`src/rtl/parking_pkg.sv`:
```
`default_nettype none
// ============================================================================
//  Module      : parking_pkg
//  Description : Shared types and constants for the parking-lot gate logic.
//                dir_state_t is the direction FSM state; the AB_* constants
//                name the {outer, inner} sensor pair (1 = blocked).
//  Revision    : 1.0 - initial release
// ============================================================================
package parking_pkg;

    typedef enum logic [2:0] {
        IDLE  = 3'd0,
        EN1   = 3'd1,
        EN2   = 3'd2,
        EN3   = 3'd3,
        EX1   = 3'd4,
        EX2   = 3'd5,
        EX3   = 3'd6,
        FAULT = 3'd7
    } dir_state_t;

    localparam logic [1:0] AB_NONE  = 2'b00;
    localparam logic [1:0] AB_OUTER = 2'b10;
    localparam logic [1:0] AB_INNER = 2'b01;
    localparam logic [1:0] AB_BOTH  = 2'b11;

endpackage : parking_pkg
`default_nettype wire

```
`src/rtl/sensor_debounce.sv`:
```
`default_nettype none
// ============================================================================
//  Module      : sensor_debounce
//  Description : Synchronizer chain plus debounce filter for one gate sensor.
//                The filtered output only follows the synchronized input
//                after it has disagreed for DEBOUNCE_CYCLES consecutive
//                cycles, so shorter glitches are swallowed.
//  Ports       : clk     - system clock
//                reset   - asynchronous, active-low
//                i_raw   - raw asynchronous sensor (1 = blocked)
//                o_clean - debounced, registered sensor value
//  Revision    : 1.0 - initial release
// ============================================================================
module sensor_debounce #(
    parameter int SYNC_STAGES     = 2,   // minimum 2
    parameter int DEBOUNCE_CYCLES = 3    // minimum 1
) (
    input  logic clk,
    input  logic reset,
    input  logic i_raw,
    output logic o_clean
);

    localparam int CNT_W = $clog2(DEBOUNCE_CYCLES + 1);
    localparam logic [CNT_W-1:0] C_CNT_LAST = CNT_W'(DEBOUNCE_CYCLES - 1);

    logic [SYNC_STAGES-1:0] r_sync;
    logic [CNT_W-1:0]       r_cnt;
    logic                   r_clean;
    logic                   w_sync;

    // Oldest flop of the chain is the metastability-safe sample.
    assign w_sync = r_sync[SYNC_STAGES-1];

    always_ff @(posedge clk or negedge reset) begin
        if (!reset) begin
            r_sync  <= '0;
            r_cnt   <= '0;
            r_clean <= 1'b0;
        end else begin
            r_sync <= {r_sync[SYNC_STAGES-2:0], i_raw};
            if (w_sync != r_clean) begin
                // The cycle that sees the count at its last value is the
                // DEBOUNCE_CYCLES-th consecutive mismatch: accept it.
                if (r_cnt == C_CNT_LAST) begin
                    r_clean <= w_sync;
                    r_cnt   <= '0;
                end else begin
                    r_cnt <= r_cnt + 1'b1;
                end
            end else begin
                r_cnt <= '0;
            end
        end
    end

    assign o_clean = r_clean;

endmodule : sensor_debounce
`default_nettype wire

```
`src/rtl/car_direction_detector.sv`:
```
`default_nettype none
// ============================================================================
//  Module      : car_direction_detector
//  Description : Debounces the outer and inner gate sensors and tracks a car
//                through the gate. A full outer->both->inner->none pass
//                yields one enter pulse, the mirror pass one exit pulse.
//                Illegal sequences park the FSM in FAULT until both clear.
//  Ports       : clk         - system clock
//                reset       - asynchronous, active-low
//                outer_raw   - raw outer sensor (1 = blocked)
//                inner_raw   - raw inner sensor (1 = blocked)
//                outer_clean - debounced outer sensor
//                inner_clean - debounced inner sensor
//                enter       - one-cycle pulse per completed entry
//                exit        - one-cycle pulse per completed exit
//                fault       - high while the FSM sits in FAULT
//  Revision    : 1.0 - initial release
// ============================================================================
module car_direction_detector
    import parking_pkg::*;
#(
    parameter int SYNC_STAGES     = 2,
    parameter int DEBOUNCE_CYCLES = 3
) (
    input  logic clk,
    input  logic reset,
    input  logic outer_raw,
    input  logic inner_raw,
    output logic outer_clean,
    output logic inner_clean,
    output logic enter,
    output logic exit,
    output logic fault
);

    dir_state_t r_state;
    dir_state_t w_next;
    logic       w_enter;
    logic       w_exit;
    logic       r_enter;
    logic       r_exit;
    logic       r_fault;
    logic [1:0] w_ab;

    sensor_debounce #(
        .SYNC_STAGES     (SYNC_STAGES),
        .DEBOUNCE_CYCLES (DEBOUNCE_CYCLES)
    ) u_outer (
        .clk     (clk),
        .reset   (reset),
        .i_raw   (outer_raw),
        .o_clean (outer_clean)
    );

    sensor_debounce #(
        .SYNC_STAGES     (SYNC_STAGES),
        .DEBOUNCE_CYCLES (DEBOUNCE_CYCLES)
    ) u_inner (
        .clk     (clk),
        .reset   (reset),
        .i_raw   (inner_raw),
        .o_clean (inner_clean)
    );

    assign w_ab = {outer_clean, inner_clean};

    // Each legal step changes exactly one sensor bit; any other change
    // (including both bits flipping together) falls through to FAULT.
    always_comb begin
        w_next  = r_state;
        w_enter = 1'b0;
        w_exit  = 1'b0;
        case (r_state)
            IDLE: begin
                case (w_ab)
                    AB_OUTER: w_next = EN1;
                    AB_INNER: w_next = EX1;
                    AB_BOTH:  w_next = FAULT;
                    default:  w_next = IDLE;
                endcase
            end
            EN1: begin
                case (w_ab)
                    AB_BOTH:  w_next = EN2;
                    AB_NONE:  w_next = IDLE;     // car backed off
                    AB_INNER: w_next = FAULT;
                    default:  w_next = EN1;
                endcase
            end
            EN2: begin
                case (w_ab)
                    AB_INNER: w_next = EN3;
                    AB_OUTER: w_next = EN1;      // reversal
                    AB_NONE:  w_next = FAULT;
                    default:  w_next = EN2;
                endcase
            end
            EN3: begin
                case (w_ab)
                    AB_NONE: begin
                        w_next  = IDLE;
                        w_enter = 1'b1;
                    end
                    AB_BOTH:  w_next = EN2;
                    AB_OUTER: w_next = FAULT;
                    default:  w_next = EN3;
                endcase
            end
            EX1: begin
                case (w_ab)
                    AB_BOTH:  w_next = EX2;
                    AB_NONE:  w_next = IDLE;
                    AB_OUTER: w_next = FAULT;
                    default:  w_next = EX1;
                endcase
            end
            EX2: begin
                case (w_ab)
                    AB_OUTER: w_next = EX3;
                    AB_INNER: w_next = EX1;
                    AB_NONE:  w_next = FAULT;
                    default:  w_next = EX2;
                endcase
            end
            EX3: begin
                case (w_ab)
                    AB_NONE: begin
                        w_next = IDLE;
                        w_exit = 1'b1;
                    end
                    AB_BOTH:  w_next = EX2;
                    AB_INNER: w_next = FAULT;
                    default:  w_next = EX3;
                endcase
            end
            FAULT: begin
                if (w_ab == AB_NONE) begin
                    w_next = IDLE;
                end
            end
            default: w_next = IDLE;
        endcase
    end

    // Outputs are registered alongside the state so that fault tracks the
    // state register and the pulses coincide with the move back to IDLE.
    always_ff @(posedge clk or negedge reset) begin
        if (!reset) begin
            r_state <= IDLE;
            r_enter <= 1'b0;
            r_exit  <= 1'b0;
            r_fault <= 1'b0;
        end else begin
            r_state <= w_next;
            r_enter <= w_enter;
            r_exit  <= w_exit;
            r_fault <= (w_next == FAULT);
        end
    end

    assign enter = r_enter;
    assign exit  = r_exit;
    assign fault = r_fault;

endmodule : car_direction_detector
`default_nettype wire

```
`config.mk`:
```
export PLATFORM = sky130hd
export DESIGN_NAME = car_direction_detector
export DESIGN_NICKNAME = d
export VERILOG_FILES = /design/src/rtl/parking_pkg.sv /design/src/rtl/sensor_debounce.sv /design/src/rtl/car_direction_detector.sv
export SDC_FILE = /design/constraint.sdc
export NUM_CORES = 1
export LEC_CHECK = 0
export BUFFER_PORTS_ARGS = -buffer_cell sky130_fd_sc_hd__buf_2
export CAP_MARGIN = 40
export CORE_MARGIN = 3
export CORE_UTILIZATION = 45
export CTS_CLUSTER_SIZE = 14
export DETAILED_ROUTE_END_ITERATION = 10
export HOLD_SLACK_MARGIN = 0.12
export PLACE_DENSITY = 0.62
export SETUP_SLACK_MARGIN = 0.4
export SLEW_MARGIN = 10
export SYNTH_ARGS = -nofsm -noshare
export SYNTH_HDL_FRONTEND = slang
export SYNTH_HIERARCHICAL = 1
export SYNTH_SLANG_ARGS = --single-unit
```
`constraint.sdc`:
```
create_clock -name clk -period 1.75 [get_ports clk]
set_input_delay 0.0875 -clock clk [delete_from_list [all_inputs] [get_ports clk]]
set_output_delay 0.0875 -clock clk [all_outputs]
set_load 0.01 [all_outputs]
```
== After elaboration in Yosys (flattened, before gate mapping) ==
Index checks and enable logic that the tools add are counted.

* Register bits: 16
* Bits of input ports: 4
* Logic and storage cells: 47

* $add $sub $neg: 2
* Equality and inequality tests: 15
* Multiplexer cells: 16
* Reductions and logical operators: 4

{| class="wikitable"
|+ Operators by type and width
! cell !! count
|-
| $pmux W3 S3 || 6
|-
| $pmux W3 S8 || 1
|-
| $eq A3 B3 Y1 const B || 5
|-
| $eq A2 B2 Y1 const B || 4
|-
| $mux W2 || 4
|-
| $eq A3 B2 Y1 const B || 2
|-
| $pmux W2 S3 || 1
|-
| $add A2 B1 Y2 const B || 2
|-
| $reduce_and A2 Y1 || 2
|-
| $eq A3 B1 Y1 const B || 1
|-
| $logic_not A3 Y1 || 1
|-
| $mux W1 || 3
|-
| $mux W3 || 1
|-
| $eq A2 B1 Y1 const B || 1
|-
| $logic_not A2 Y1 || 1
|-
| $ne A1 B1 Y1 || 2
|}

== Logic depth before layout (Yosys ltp) ==
* Word-level depth: 4
* Gate-level depth with buffers: 7
* Gate-level depth less buffers: 7

== Cells and area by module ==
Netlist, hierarchy kept.

{| class="wikitable"
|+ By module, submodules not included
! module !! times used !! cells an instance !! area an instance (um^2)
|-
| car_direction_detector || 1 || 57 || 493.0
|-
| sensor_debounce || 2 || 10 || 175.2
|}

== Worst setup path after synthesis ==
Ideal clock, no wire load.

* Kind: reg-to-reg
* Start point: register u_outer.r_clean, in the netlist u_outer/o_clean
* End point: register r_fault, in the netlist fault
* Arrival time: 1.522 ns
* Required time: 1.630 ns
* Path slack: 0.109 ns
* Cell stages (with the launch flop): 7
* Path buffers: 0
* Clock period less this slack: 1.641 ns
* Path through: dfrtp_1 -> inv_1 -> ha_1 -> mux2_2 -> o21ai_0 -> o211ai_2 -> and3_1

* Cells in the longest elaborated chain, start to end: 4
* Elaborated cells on any way between the ends: 14

{| class="wikitable"
|+ RTL lines
! what !! RTL line !! text
|-
| from (decl) || sensor_debounce.sv:29 || <nowiki>logic r_clean;</nowiki>
|-
| from (signal assigned) || sensor_debounce.sv:46 || <nowiki>r_clean <= w_sync;</nowiki>
|-
| $eq A2 B1 Y1 (tied with other cells) || n/a ||
|-
| $pmux W3 S3 (tied with other cells) || car_direction_detector.sv:126 || <nowiki>case (w_ab)</nowiki>
|-
| $pmux W3 S8 * || car_direction_detector.sv:73 || <nowiki>case (r_state)</nowiki>
|-
| named net w_next[0] || car_direction_detector.sv:37 || <nowiki>dir_state_t w_next;</nowiki>
|-
| $eq A3 B3 Y1 * || car_direction_detector.sv:157 || <nowiki>r_fault <= (w_next == FAULT);</nowiki>
|-
| to (signal assigned) || car_direction_detector.sv:157 ||
|-
| to (decl) || car_direction_detector.sv:42 || <nowiki>logic r_fault;</nowiki>
|}

Mark *: on every way through the listed nets, which the timed path passes. The rest lies on a longest branch.
A chain may end at the register's enable or synchronous reset.

== Final worst setup path ==
Same ends and word-level chain as after synthesis.

==> reports/results.ini <==
[run_status]
status = finished, final reports clean

[timing]
drv_slew = 0
period_needed_ns = 1.52
hold_viol_final = 0
max_freq_mhz = 656
max_slew_margin_pct = 73.5
tightest_slew_ns = 0.398
setup_ws_ns = 0.226
finalSetupTns_ns = 0
setup_violations = 0
fin_skew_ns = 0.00290
rsz0062_at_grt = true
post-route-period-util_pct = 87.1

[setup_path]
cp-end-kind = flip-flop
path_cells = inv_4, ha_4, nor2b_1, o21ai_1, a21oi_1, o21ai_1, and3_1
required_ns = 1.93
worst-path-buf-inv = 1
crit_arrival_ns = 1.71
slowest_delay_ns = 0.49
crit_slowest_cell = dfrtp_2
critical_path_class = flip-flop to flip-flop
cp_common_cell = o21ai_1
path_delay_family = flip-flops
critPathMaxFanout = 6
critPathLaunchType = flip-flop

[power]
pwr_density_cell_mw_per_mm2 = 1930
ir_drop_mv = 0.825
p_leak_nw = 0.485

[job]
cap_viol_max_count = 0

[detailed_routing]
routed_wl_mm = 1.60
vias = 622
ant_nets = 0
drc = 0
drtIter0Drc = 17
wire_per_inst_um = 13.1
avgViaCountPerCell = 5.10
first_pass_iters = 4

[final_layout]
area_growth_pct = 34.4
finalInstanceArea_mm2 = 0.00113
nNetsFinal = 110
antenna_cells = 0
multi_input_area_um2 = 512
area.sequential_um2 = 404
drive_gt1_share_pct = 49.5
fillers = 142

[die]
die_area_mm2 = 0.00243
die_h_um = 49.3
core_area_mm2 = 0.00175
num_rows = 15
fp.dieW_um = 49.3
initial_utilization_pct = 48.3
io_pins = 9

[synth]
syn_area_um2 = 843
syn_avg_cell_area_um2 = 11.0
syn-num-nets = 89
ys_seq_area_share_pct = 47.5
synth.ff_latch_count = 16
ys.warnings.count = 6
ys_types = 28
netlist_instances = 77

[cts]
worstSkewPairLatency_ns = 0.28
clk_pin_slew_worst_paths_ns = 0.09
cts_tree = built
clock_sinks = 16
htreeDepth = 1
clock-root-buffer = clkbuf_4
numCtsBuffers = 3
clk_path_buf_depth = 2

[placement]
port_buffers = 8
dp_slack_ns = 0.120
place.gp.congestion = 0.832
dp_hpwl_mm = 1.04
dpl_cell_area_um2 = 936

[global_routing]
grt_use_met3_pct = 6.42
grt_max_degree = 17
gr-usage-all-layers_pct = 14.7
antenna_found_initial = 0
grt.busiest_layer = met2
grt_first_pass_wirelength_mm = 2.71
gr-total-overflow = 0
grt_pass1_vias = 667
met1_usage_pct = 14.2
grt_util_met2_pct = 27.2

[worst_hold_path]
hold_class = input port to asynchronous set/reset pin

-- power breakdown --
part | leakage, nW | internal (mW) | switching [mW]
clock | 0.0210 | 0.127 | 0.111
combinational | 0.268 | 0.657 | 0.568
sequential | 0.196 | 0.497 | 0.223
total | 0.485 | 1.28 | 0.902
-- repair_timing --
item | 4_1_cts | 5_1_grt
hold buffers | 3 | 0
endpoints found under the setup margin | 4 | 4
resized for setup | 8 | 12
endpoints found under the hold margin | 18 | 0
setup buffers | 5 | 2
cloned | 0 | 0
pin swaps | 7 | 6
-- cell usage after synthesis --
master    number  area share (%)
inv_1          4             1.8
nand2b_1       1            0.74
nand2_1        4             1.8
ha_1           8              12
o21ai_1        1            0.59
nor2_1         5             2.2
nor2b_4        2             3.3
o22ai_1        1            0.74
buf_2          2             1.2
nor2b_1        2             1.5
inv_2          1            0.44
nand3b_1       2             1.8
o21ai_0        6             3.6
dfrtp_1       16              47
nor4_1         1            0.74
a21oi_1        1            0.59
mux2_4         2             3.6
o211ai_1       1            0.89
a31oi_1        1            0.74
xnor2_1        2             2.1
or2_4          1             1.0
nor3b_1        2             1.8
o211ai_2       1             1.5
o311ai_1       1             1.0
mux2_2         1             1.3
nor3_1         6             3.6
nor4_2         1             1.5
and3_1         1            0.74
-- sequential cells by signal, summed over array words and instances (netlist names) --
register / flops
u_outer/r_sync: 2
u_outer/r_cnt: 2
u_inner/r_sync: 2
u_inner/r_cnt: 2
enter: 1
fault: 1
u_outer/o_clean: 1
r_state: 3
u_inner/o_clean: 1
exit: 1
-- through the flow --
| step | utilization [%] | power [mW] | instances | hold slack (ns) |
|---|---|---|---|---|
| after floorplan | - | 1.38 | 77 | -0.208 |
| after global placement | 53.6 | 1.58 | 108 | 0.00748 |
| after detailed placement | 53.6 | 1.58 | 108 | 0.0125 |
| after CTS | 61.9 | 2.03 | 120 | 0.232 |
| after global routing | 64.9 | 2.36 | 122 | 0.242 |
| final | 64.9 | 2.18 | 122 | 0.247 |
-- final cells by class --
type	instances	share of cell area, %
multi-input cells	54	45.1
clock buffers	4	3.20
well taps	25	2.76
inverters	5	2.10
repair buffers	18	11.1
flip-flops and latches	16	35.7
-- worst paths after layout --
kind                                   start                 to  slack, ns  depth (start not counted)
min in group clk           u_outer/r_sync[0]  u_outer/r_sync[1]       0.35                          0
hold / removal                         reset               exit       0.25                          2
hold reg to reg            u_outer/r_sync[0]  u_outer/r_sync[1]       0.35                          0
setup reg to reg             u_outer/o_clean              fault       0.23                          7
setup / recovery             u_outer/o_clean              fault       0.23                          7
max in group asynchronous              reset    u_inner/o_clean       1.23                          2
-- worst register-to-register path: stages, from the launching register on --
cell and delay, ns:
dfrtp_2 0.49, inv_4 0.13, ha_4 0.22, nor2b_1 0.11, o21ai_1 0.08, a21oi_1 0.14
o21ai_1 0.08, and3_1 0.18
-- routing by layer --
layer / up-vias / part of all wire, %
li1: 308 / -
met1: 302 / 42
met2: 12 / 54
met3: 0 / 3.9
met4: 0 / 0
met5: - / 0
-- cell usage in the layout (no fill, tap or decap), types with 2 or more instances in the layout --
master         instances
o21ai_2                2
nor2_2                 2
clkbuf_4               3
buf_4                  6
dfrtp_1               13
inv_2                  2
nand3b_1               2
inv_4                  2
nor3_1                 4
nor2b_4                2
nand2_1                4
dfrtp_2                3
nor2_1                 3
o21ai_1                4
ha_2                   2
ha_4                   5
buf_2                  8
mux2_4                 2
nor3_2                 2
xnor2_1                2
nor2b_1                2
nor3b_1                2
dlygate4sd3_1          3
-- logic make-up (layout without fill, tap and decap cells) --
logic type / Yosys count / in the layout / share of synthesized area [%]
flip-flops: 16 / 16 / 47.5
AND/OR/NAND/NOR: 28 / 28 / 20.6
buffers and inverters: 7 / 27 / 3.41
XOR/XNOR: 2 / 2 / 2.08
multiplexers: 3 / 3 / 4.90
adder cells (fa/ha/maj): 8 / 8 / 11.9
AO/OA/AOI/OAI: 13 / 13 / 9.64
Note: power is estimated with default switching activity, not from simulation.
